## src/rtl/guy_pkg.sv

```systemverilog
// guy_pkg: shared codes, sizes and FSM states for the lane-runner frame sequencer
package guy_pkg;
  localparam int N_ROWS = 64;
  localparam int N_MOVES = 63;
  localparam int N_LANES = 8;
  typedef enum logic [1:0] {MV_STOP, MV_RIGHT, MV_LEFT, MV_JUMP} move_t;
  typedef enum logic [1:0] {OB_FREE, OB_LOW, OB_HIGH, OB_WALL} obst_t;
  typedef enum logic [1:0] {IDLE, LOAD, SOLVE, DRAIN} state_t;
endpackage

```

## src/rtl/guy_row_buf.sv

```systemverilog
// guy_row_buf: 64x16 row register file, synchronous write, combinational read
module guy_row_buf
  import guy_pkg::*;
(
  input  logic                   clk,
  input  logic                   we,
  input  logic [5:0]             waddr,
  input  logic [2*N_LANES-1:0]   wdata,
  input  logic [5:0]             raddr,
  output logic [2*N_LANES-1:0]   rdata
);
  logic [2*N_LANES-1:0] mem [N_ROWS];
  always_ff @(posedge clk)
    if (we) mem[waddr] <= wdata;
  assign rdata = mem[raddr];
endmodule

```

## src/rtl/guy_frame_ctrl.sv

```systemverilog
// guy_frame_ctrl: captures a 64-row frame, hosts the move solver and drains 63 moves as one burst
module guy_frame_ctrl
  import guy_pkg::*;
#(
  parameter int LAT_MAX = 2900
) (
  input  logic        clk,
  input  logic        rst,
  input  logic        in_valid,
  input  logic [2:0]  guy,
  input  logic [1:0]  in0,
  input  logic [1:0]  in1,
  input  logic [1:0]  in2,
  input  logic [1:0]  in3,
  input  logic [1:0]  in4,
  input  logic [1:0]  in5,
  input  logic [1:0]  in6,
  input  logic [1:0]  in7,
  output logic        slv_start,
  output logic [2:0]  slv_pos,
  input  logic [5:0]  slv_raddr,
  output logic [15:0] slv_rdata,
  input  logic        slv_we,
  input  logic [5:0]  slv_waddr,
  input  logic [1:0]  slv_wdata,
  input  logic        slv_done,
  output logic        out_valid,
  output logic [1:0]  out,
  output logic        err
);
  localparam logic [11:0] LAT_LIM = 12'(LAT_MAX);
  state_t state, nxt;
  logic [5:0] cnt, cnt_nxt, fill, row_waddr;
  logic [11:0] lat;
  logic short_fill, row_we, mv_we, timeout, drop, err_set;
  logic [15:0] row_rd;
  logic [1:0] out_nxt;
  logic [1:0] mv_buf [N_MOVES];
  assign row_we = in_valid && (state == IDLE || state == LOAD);
  assign row_waddr = state == IDLE ? 6'd0 : cnt;
  assign drop = state == LOAD && !in_valid;
  assign mv_we = state == SOLVE && slv_we && slv_waddr != 6'd63;
  assign timeout = state == SOLVE && lat >= LAT_LIM;
  assign err_set = drop || (timeout && !slv_done) ||
                   (state == SOLVE && slv_we && slv_waddr == 6'd63) ||
                   (in_valid && (state == SOLVE || state == DRAIN));
  guy_row_buf u_rows (
    .clk,
    .we(row_we),
    .waddr(row_waddr),
    .wdata({in7, in6, in5, in4, in3, in2, in1, in0}),
    .raddr(slv_raddr),
    .rdata(row_rd)
  );
  // rows past a truncated frame read as zero until a later frame rewrites them
  assign slv_rdata = short_fill && slv_raddr >= fill ? 16'h0 : row_rd;
  always_comb begin
    nxt = state;
    cnt_nxt = cnt;
    case (state)
      IDLE:    if (in_valid) begin nxt = LOAD; cnt_nxt = 6'd1; end
      LOAD:    if (!in_valid || cnt == 6'd63) nxt = SOLVE; else cnt_nxt = cnt + 6'd1;
      SOLVE:   if (slv_done || timeout) begin nxt = DRAIN; cnt_nxt = 6'd0; end
      DRAIN:   if (cnt == 6'd62) nxt = IDLE; else cnt_nxt = cnt + 6'd1;
      default: nxt = IDLE;
    endcase
    // a move written in the done cycle must already be visible to the first drained slot
    out_nxt = nxt != DRAIN ? MV_STOP :
              mv_we && slv_waddr == cnt_nxt ? slv_wdata : mv_buf[cnt_nxt];
  end
  always_ff @(posedge clk) begin
    if (rst) begin
      state <= IDLE;
      cnt <= '0;
      lat <= '0;
      slv_pos <= '0;
      slv_start <= 1'b0;
      err <= 1'b0;
      out_valid <= 1'b0;
      out <= '0;
      short_fill <= 1'b0;
      fill <= '0;
    end else begin
      state <= nxt;
      cnt <= cnt_nxt;
      slv_start <= state == LOAD && nxt == SOLVE;
      out_valid <= nxt == DRAIN;
      out <= out_nxt;
      lat <= state != SOLVE ? 12'd0 : lat + {11'd0, lat != 12'hFFF};
      if (state == IDLE && in_valid) begin
        slv_pos <= guy;
        err <= 1'b0;
      end else if (err_set) err <= 1'b1;
      if (drop) begin
        short_fill <= 1'b1;
        fill <= cnt;
      end else if (short_fill && row_we && row_waddr == fill) begin
        if (fill == 6'd63) short_fill <= 1'b0;
        else fill <= fill + 6'd1;
      end
    end
  end
  always_ff @(posedge clk)
    for (int i = 0; i < N_MOVES; i++)
      if (state == IDLE && in_valid) mv_buf[i] <= MV_STOP;
      else if (mv_we && slv_waddr == 6'(i)) mv_buf[i] <= slv_wdata;
endmodule
```

## config.mk

```make
export PLATFORM = sky130hd
export DESIGN_NAME = guy_frame_ctrl
export DESIGN_NICKNAME = d
export VERILOG_FILES = /design/src/rtl/guy_pkg.sv /design/src/rtl/guy_row_buf.sv /design/src/rtl/guy_frame_ctrl.sv
export SDC_FILE = /design/constraint.sdc
export NUM_CORES = 1
export LEC_CHECK = 0
export CAP_MARGIN = 40
export CORE_MARGIN = 8
export CORE_UTILIZATION = 47
export CTS_BUF_LIST = sky130_fd_sc_hd__clkbuf_4 sky130_fd_sc_hd__clkbuf_8
export DETAILED_ROUTE_END_ITERATION = 8
export MAX_ROUTING_LAYER = met4
export PLACE_DENSITY = 0.66
export SLEW_MARGIN = 10
export SYNTH_ARGS = -nofsm -noshare
export SYNTH_HDL_FRONTEND = slang
export SYNTH_SLANG_ARGS = --single-unit
```

## constraint.sdc

```tcl
create_clock -name clk -period 5.3 [get_ports clk]
set_input_delay 1.06 -clock clk [delete_from_list [all_inputs] [get_ports clk]]
set_output_delay 1.06 -clock clk [all_outputs]
set_load 0.005 [all_outputs]
```

* Word level (Yosys, flattened, before mapping)
Memory sizes are Yosys's and may differ from the RTL's. A register that Yosys moved wholly into a read port is not among the register bits.
Cells that the tools add are included.
** Word-level totals
- Logic and storage cells :: 524
- Bits of input ports :: 38
- Memories :: 2
- Bits in registers :: 33
- Memory bits (writable) :: 1150
- Memory bits (read-only) :: 0
- Latch bits :: 0
- Output and inout port bits :: 24
** Cells by class
- Equal/unequal tests :: 77
- Bitwise operators :: 63
- Add/subtract/negate cells :: 3
- Shift operators :: 0
- Multiply operators :: 0
- Multiplexer cells :: 274
- Reduce and logical (&&, ||, !) cells :: 94
- Order comparisons :: 2
- Divide/modulo/power cells :: 0
** Memory list
- u_rows.mem :: words 64, bits a word 16, rd ports 1, clocked after Yosys merged registers in 0, write ports 1, RTL line guy_row_buf.sv:12 : logic [2*N_LANES-1:0] mem [N_ROWS];
- mv_buf :: words 63, bits a word 2, rd ports 1, clocked after Yosys merged registers in 1, write ports 63, RTL line guy_frame_ctrl.sv:38 : logic [1:0] mv_buf [N_MOVES];
** Operators with widths (count)
- equality test 6 bit (second input constant) :: 35
- two-way mux 1 bit :: 196
- two-way mux 2 bit :: 67
- equality test 6 x 5 -> 1 bit (second input constant) :: 16
- logical AND 1 bit :: 76
- bitwise OR 1 bit :: 63
- equality test 6 x 4 -> 1 bit (second input constant) :: 8
- two-way mux 6 bit :: 8
- equality test 6 x 3 -> 1 bit (second input constant) :: 4
- case mux 6 bit (4 select lines) :: 1
- two-way mux 16 bit :: 1
- adder 12 x 1 -> 12 bit :: 1
- adder 6 x 1 -> 6 bit (second input constant) :: 2
- equality test 6 x 2 -> 1 bit (second input constant) :: 2
- greater-or-equal comparator 12 bit (second input constant) :: 1
- != test 12 bit (second input constant) :: 1
- equality test 2 bit (second input constant) :: 4
- case mux 2 bit (4 select lines) :: 1
- logical OR 1 bit :: 7
- equality test 6 x 1 -> 1 bit (second input constant) :: 1
- equality test 6 bit :: 1
- greater-or-equal comparator 6 bit :: 1
- zero test 6 bit :: 1
- != test 2 bit (second input constant) :: 3
- other kinds (7) :: 12

* Depth between registers and ports, before layout
- Depth after elaboration :: 8
- Mapped depth :: 15
- Gate-level depth less buffers :: 11

* By module
From an unflattened synthesis, not the netlist that was laid out.
** Unflattened totals
- Cell total of the unflattened synthesis :: 2866
- Area, all modules :: 49130.9 um2
** Modules (own cells, without submodules)
- guy_row_buf :: times used 1, seq. area each 30749.5 um2, area each 39721.8 um2, cells an instance 1813
- guy_frame_ctrl :: times used 1, seq. area each 4484.3 um2, area each 9409.0 um2, cells an instance 1053

* Worst setup path after synthesis
Ideal clock, no wire load.
- Kind :: input port to output port
- Start :: in slv_raddr[0]
- End :: out slv_rdata[10]
- Stages :: 7
- Buffers on the path :: 3
- Setup slack :: 0.652 ns
- Data arrival time :: 3.588 ns
- Required time :: 4.240 ns
- Path through :: clkbuf_1 clkbuf_1 buf_1 mux4_2 mux4_2 mux4_2 nor2b_1
** On the way
- Longest elaborated chain between the ends :: 3
- Elaborated cells between the ends (all ways) :: 4
- Those cells by class :: 1 x order compare; 1 x mux; 1 x reduce/logical; 1 x memory
** Ends and longest elaborated chain
- start, declared :: RTL line guy_frame_ctrl.sv:21 : input logic [5:0] slv_raddr,
- branches (longest 2 deep; another with memory (64 x 16 bit))
- two-way mux 16 bit * :: RTL line guy_frame_ctrl.sv:56 : assign slv_rdata = short_fill && slv_raddr >= fill ? 16'h0 : row_rd;
- end, declared :: RTL line guy_frame_ctrl.sv:22 : output logic [15:0] slv_rdata,
Every way passes the cells marked *.

* Worst setup path in the final report
- Start :: in slv_raddr[0]
- End :: out slv_rdata[15]
The elaborated chain is that of the path after synthesis.

==> metrics.cfg <==
[status]
status = complete, no violations

[yosys]
synth_compound_area_share_pct = 3.03
muxShareOfSynthArea_pct = 16.3
async_flop_share_pct = 0
syn_area_mm2 = 0.0484
avgSynthCellArea_um2 = 19.0
ys_types = 90
syn_inst = 2541
synth_nets = 2590
yosys.area_share.simple_pct = 5.62
synth_xor_area_share_pct = 0.290
ys_seq_elements = 1185
synthTopCellsByCount = 1150 x edfxtp_1, 338 x mux4_2, 229 x nor2_1, 125 x nand2_1, 94 x clkbuf_1
synth-seq-area-share_pct = 72.8
synth_area_leaders = edfxtp_1 71%, mux4_2 16%, nor2_1 1.8%
yosysWarnings = 0
synthAdderAreaFrac_pct = 0.284
synth_top_family_by_area = multiplexers
synth_flop_cell = edfxtp_1
yosysMostFrequentCell = edfxtp_1
synth_top_cell_area_share_pct = 71.4
synth_edf_count = 1150
yosys.area.top_type = edfxtp_1

[timing]
fmax_ghz = 0.200
slew_headroom_pct = 36.5
min_period_ps = 5010
rsz0062_at_grt = false
finalSetupTns_ps = 0
fin_crit_sh_pct = 94.5
timing.final.ws_setup_ps = 289
hold_viol = 0
setup_violations = 0
tightest_slew_ps = 949
fin_worst_skew_ps = 36.2
maxSlewViolCount = 0

[place]
place_hpwl_um = 74600
io_buffers = 61
gp_congestion = 0.917
dp_slack_ps = 236

[critical_path]
reg2reg_from = cnt[1]
critPathBufInv = 4
path_max_fanout = 19
critical_path_arrival_ps = 3950
cp_common_cell = mux4_2
cp_slowest_cell = mux4_2
cp_top_family = multiplexers
cpPeakStageDelay_ps = 550
crit_chain = buf_8 -> buf_12 -> buf_4 -> mux4_2 -> mux4_2 -> mux4_2 -> nor2b_1 -> clkdlybuf4s50_1
crit_type = in -> out
cp-end-kind = output pin
start_kind = input port
required_ps = 4240
startpoint = slv_raddr[0]

[clock_tree]
ctsHoldBuffers = 0
cts_tree = built
ctsResizeCount = 0
post_cts_buffers = 0
cts_buffers = 189
root_buffer = clkbuf_8
cts_buffer_depth = 3
clock_sinks = 1185
clkSlewWorstSetupHoldPaths_ps = 60
worstSkewPairLatency_ps = 850
htree_levels = 4

[global_routing]
overflow = 0
grt_pass1_wl_um = 178000
grt_max_degree = 72
gr-usage-all-layers_pct = 22.1
antenna_found_initial = 4
grt_pass1_vias = 26901

[floorplan]
die_w_um = 337
fp.coreArea_mm2 = 0.102
ios = 62
chipHeight_um = 337
die-area_mm2 = 0.113
start_util_pct = 47.5
rows = 117

[detailed_routing]
routed_wl_um = 122000
detail_route.wl_per_cell_um = 28.2
ant_nets = 0
vias_per_cell = 6.05
drc_errors = 0
drtIter0Drc = 2588
drt-pass1-iter-count = 6
vias = 26094

[worst_hold_path]
hold_path.class = reg -> reg
min_from = slv_pos[0]

[finish]
syn2layout_area_growth_pct = 14.3
nets = 2829
final_util_pct = 54.3
drive_gt1_share_pct = 29.0
nFillCells = 7859

[power]
peakVddDrop_mv = 0.213
power_density_mw_per_mm2 = 350
leakage_nw = 17.6

[flow_run]
cap_violations = 0

layer usage:
metal	track usage (%)	part of all wire, %	routed length [um]
met1	27.4	38	46500
met2	37.2	52	62700
met3	3.91	7.5	9140
met4	7.02	2.8	3390
met5	-	0	0
logic make-up after synthesis:
kind of cell / after synthesis
DFF: 1185
muxes: 367
adders and majority gates: 11
AOI/OAI and AO/OA: 211
buffers and inverters: 179
xor gates and xnor gates: 16
and+or+nand+nor: 572
layout make-up:
type                            count  area, um^2  share of cell area (%)
Tap cell                         1368        1710                    3.09
Clock inverter                     93         567                    1.02
Multi-Input combinational cell   1177       12400                    22.5
Antenna cell                        7        17.5                  0.0317
Timing Repair Buffer              204        2090                    3.77
Clock buffer                      259        3180                    5.76
Sequential cell                  1185       35200                    63.7
Inverter                           23        86.3                   0.156
path summary, 6_finish.rpt:
kind / cells past startpoint / to / slack [ps]
worst max-delay path: 8 / slv_rdata[15] / 290
worst min register to register: 2 / slv_pos[0] / 470
worst max register to register: 10 / out[1] / 1000
worst min-delay path: 2 / slv_pos[0] / 470
report_power, final:
part / leakage [nW] / internal [W] / total [W] / switching, W
Clock: 1.99 / 0.00407 / 0.00768 / 0.00361
Combinational: 4.88 / 0.000537 / 0.00130 / 0.000763
Sequential: 10.7 / 0.0104 / 0.0104 / 0.0000329
placed cells by master, fill, tap and decap left out, types with 10 or more instances in the layout:
| master | instances |
|---|---|
| ha_1 | 11 |
| nor2b_1 | 28 |
| a21oi_1 | 24 |
| nor2_2 | 19 |
| buf_4 | 107 |
| xnor2_1 | 10 |
| edfxtp_1 | 1150 |
| clkdlybuf4s50_1 | 41 |
| buf_2 | 18 |
| clkbuf_4 | 61 |
| clkinv_1 | 51 |
| nand2b_1 | 13 |
| o21ai_0 | 79 |
| and3_1 | 39 |
| clkinv_2 | 24 |
| nor3_1 | 11 |
| mux2i_1 | 23 |
| dfxtp_1 | 35 |
| a211oi_1 | 10 |
| mux4_2 | 338 |
| nand3_1 | 59 |
| a311oi_1 | 10 |
| inv_1 | 22 |
| nand2_1 | 125 |
| nand4_1 | 16 |
| nor2_1 | 210 |
| clkbuf_8 | 198 |
| buf_12 | 30 |
through the flow:
| step | instance area (um^2) | hold WS (ps) | cells | total power (W) |
|---|---|---|---|---|
| after floorplan | 48400 | 451 | 2541 | 0.0113 |
| after global placement | 51200 | 447 | 3942 | 0.0118 |
| after detailed placement | 51500 | 457 | 3956 | 0.0119 |
| after CTS | 55300 | 466 | 4308 | 0.0195 |
| after global routing | 55300 | 497 | 4313 | 0.0200 |
| final | 55300 | 467 | 4316 | 0.0194 |
tightest hold or removal path: cells and delay by family, from the launching register on:
kind / cells / cell delay [ps]
AOI/OAI and AO/OA: 1 / 50
DFF: 1 / 310
and+or+nand+nor: 1 / 60
flip-flops by register name, summed over array words and instances, names as in the netlist:
| name | count |
|---|---|
| u_rows.mem | 1024 |
| mv_buf | 126 |
| lat | 12 |
| cnt | 6 |
| fill | 6 |
| slv_pos | 3 |
| out | 2 |
| state | 2 |
| err | 1 |
| out_valid | 1 |
| short_fill | 1 |
| slv_start | 1 |
Note: power is estimated with default switching activity, not from simulation.
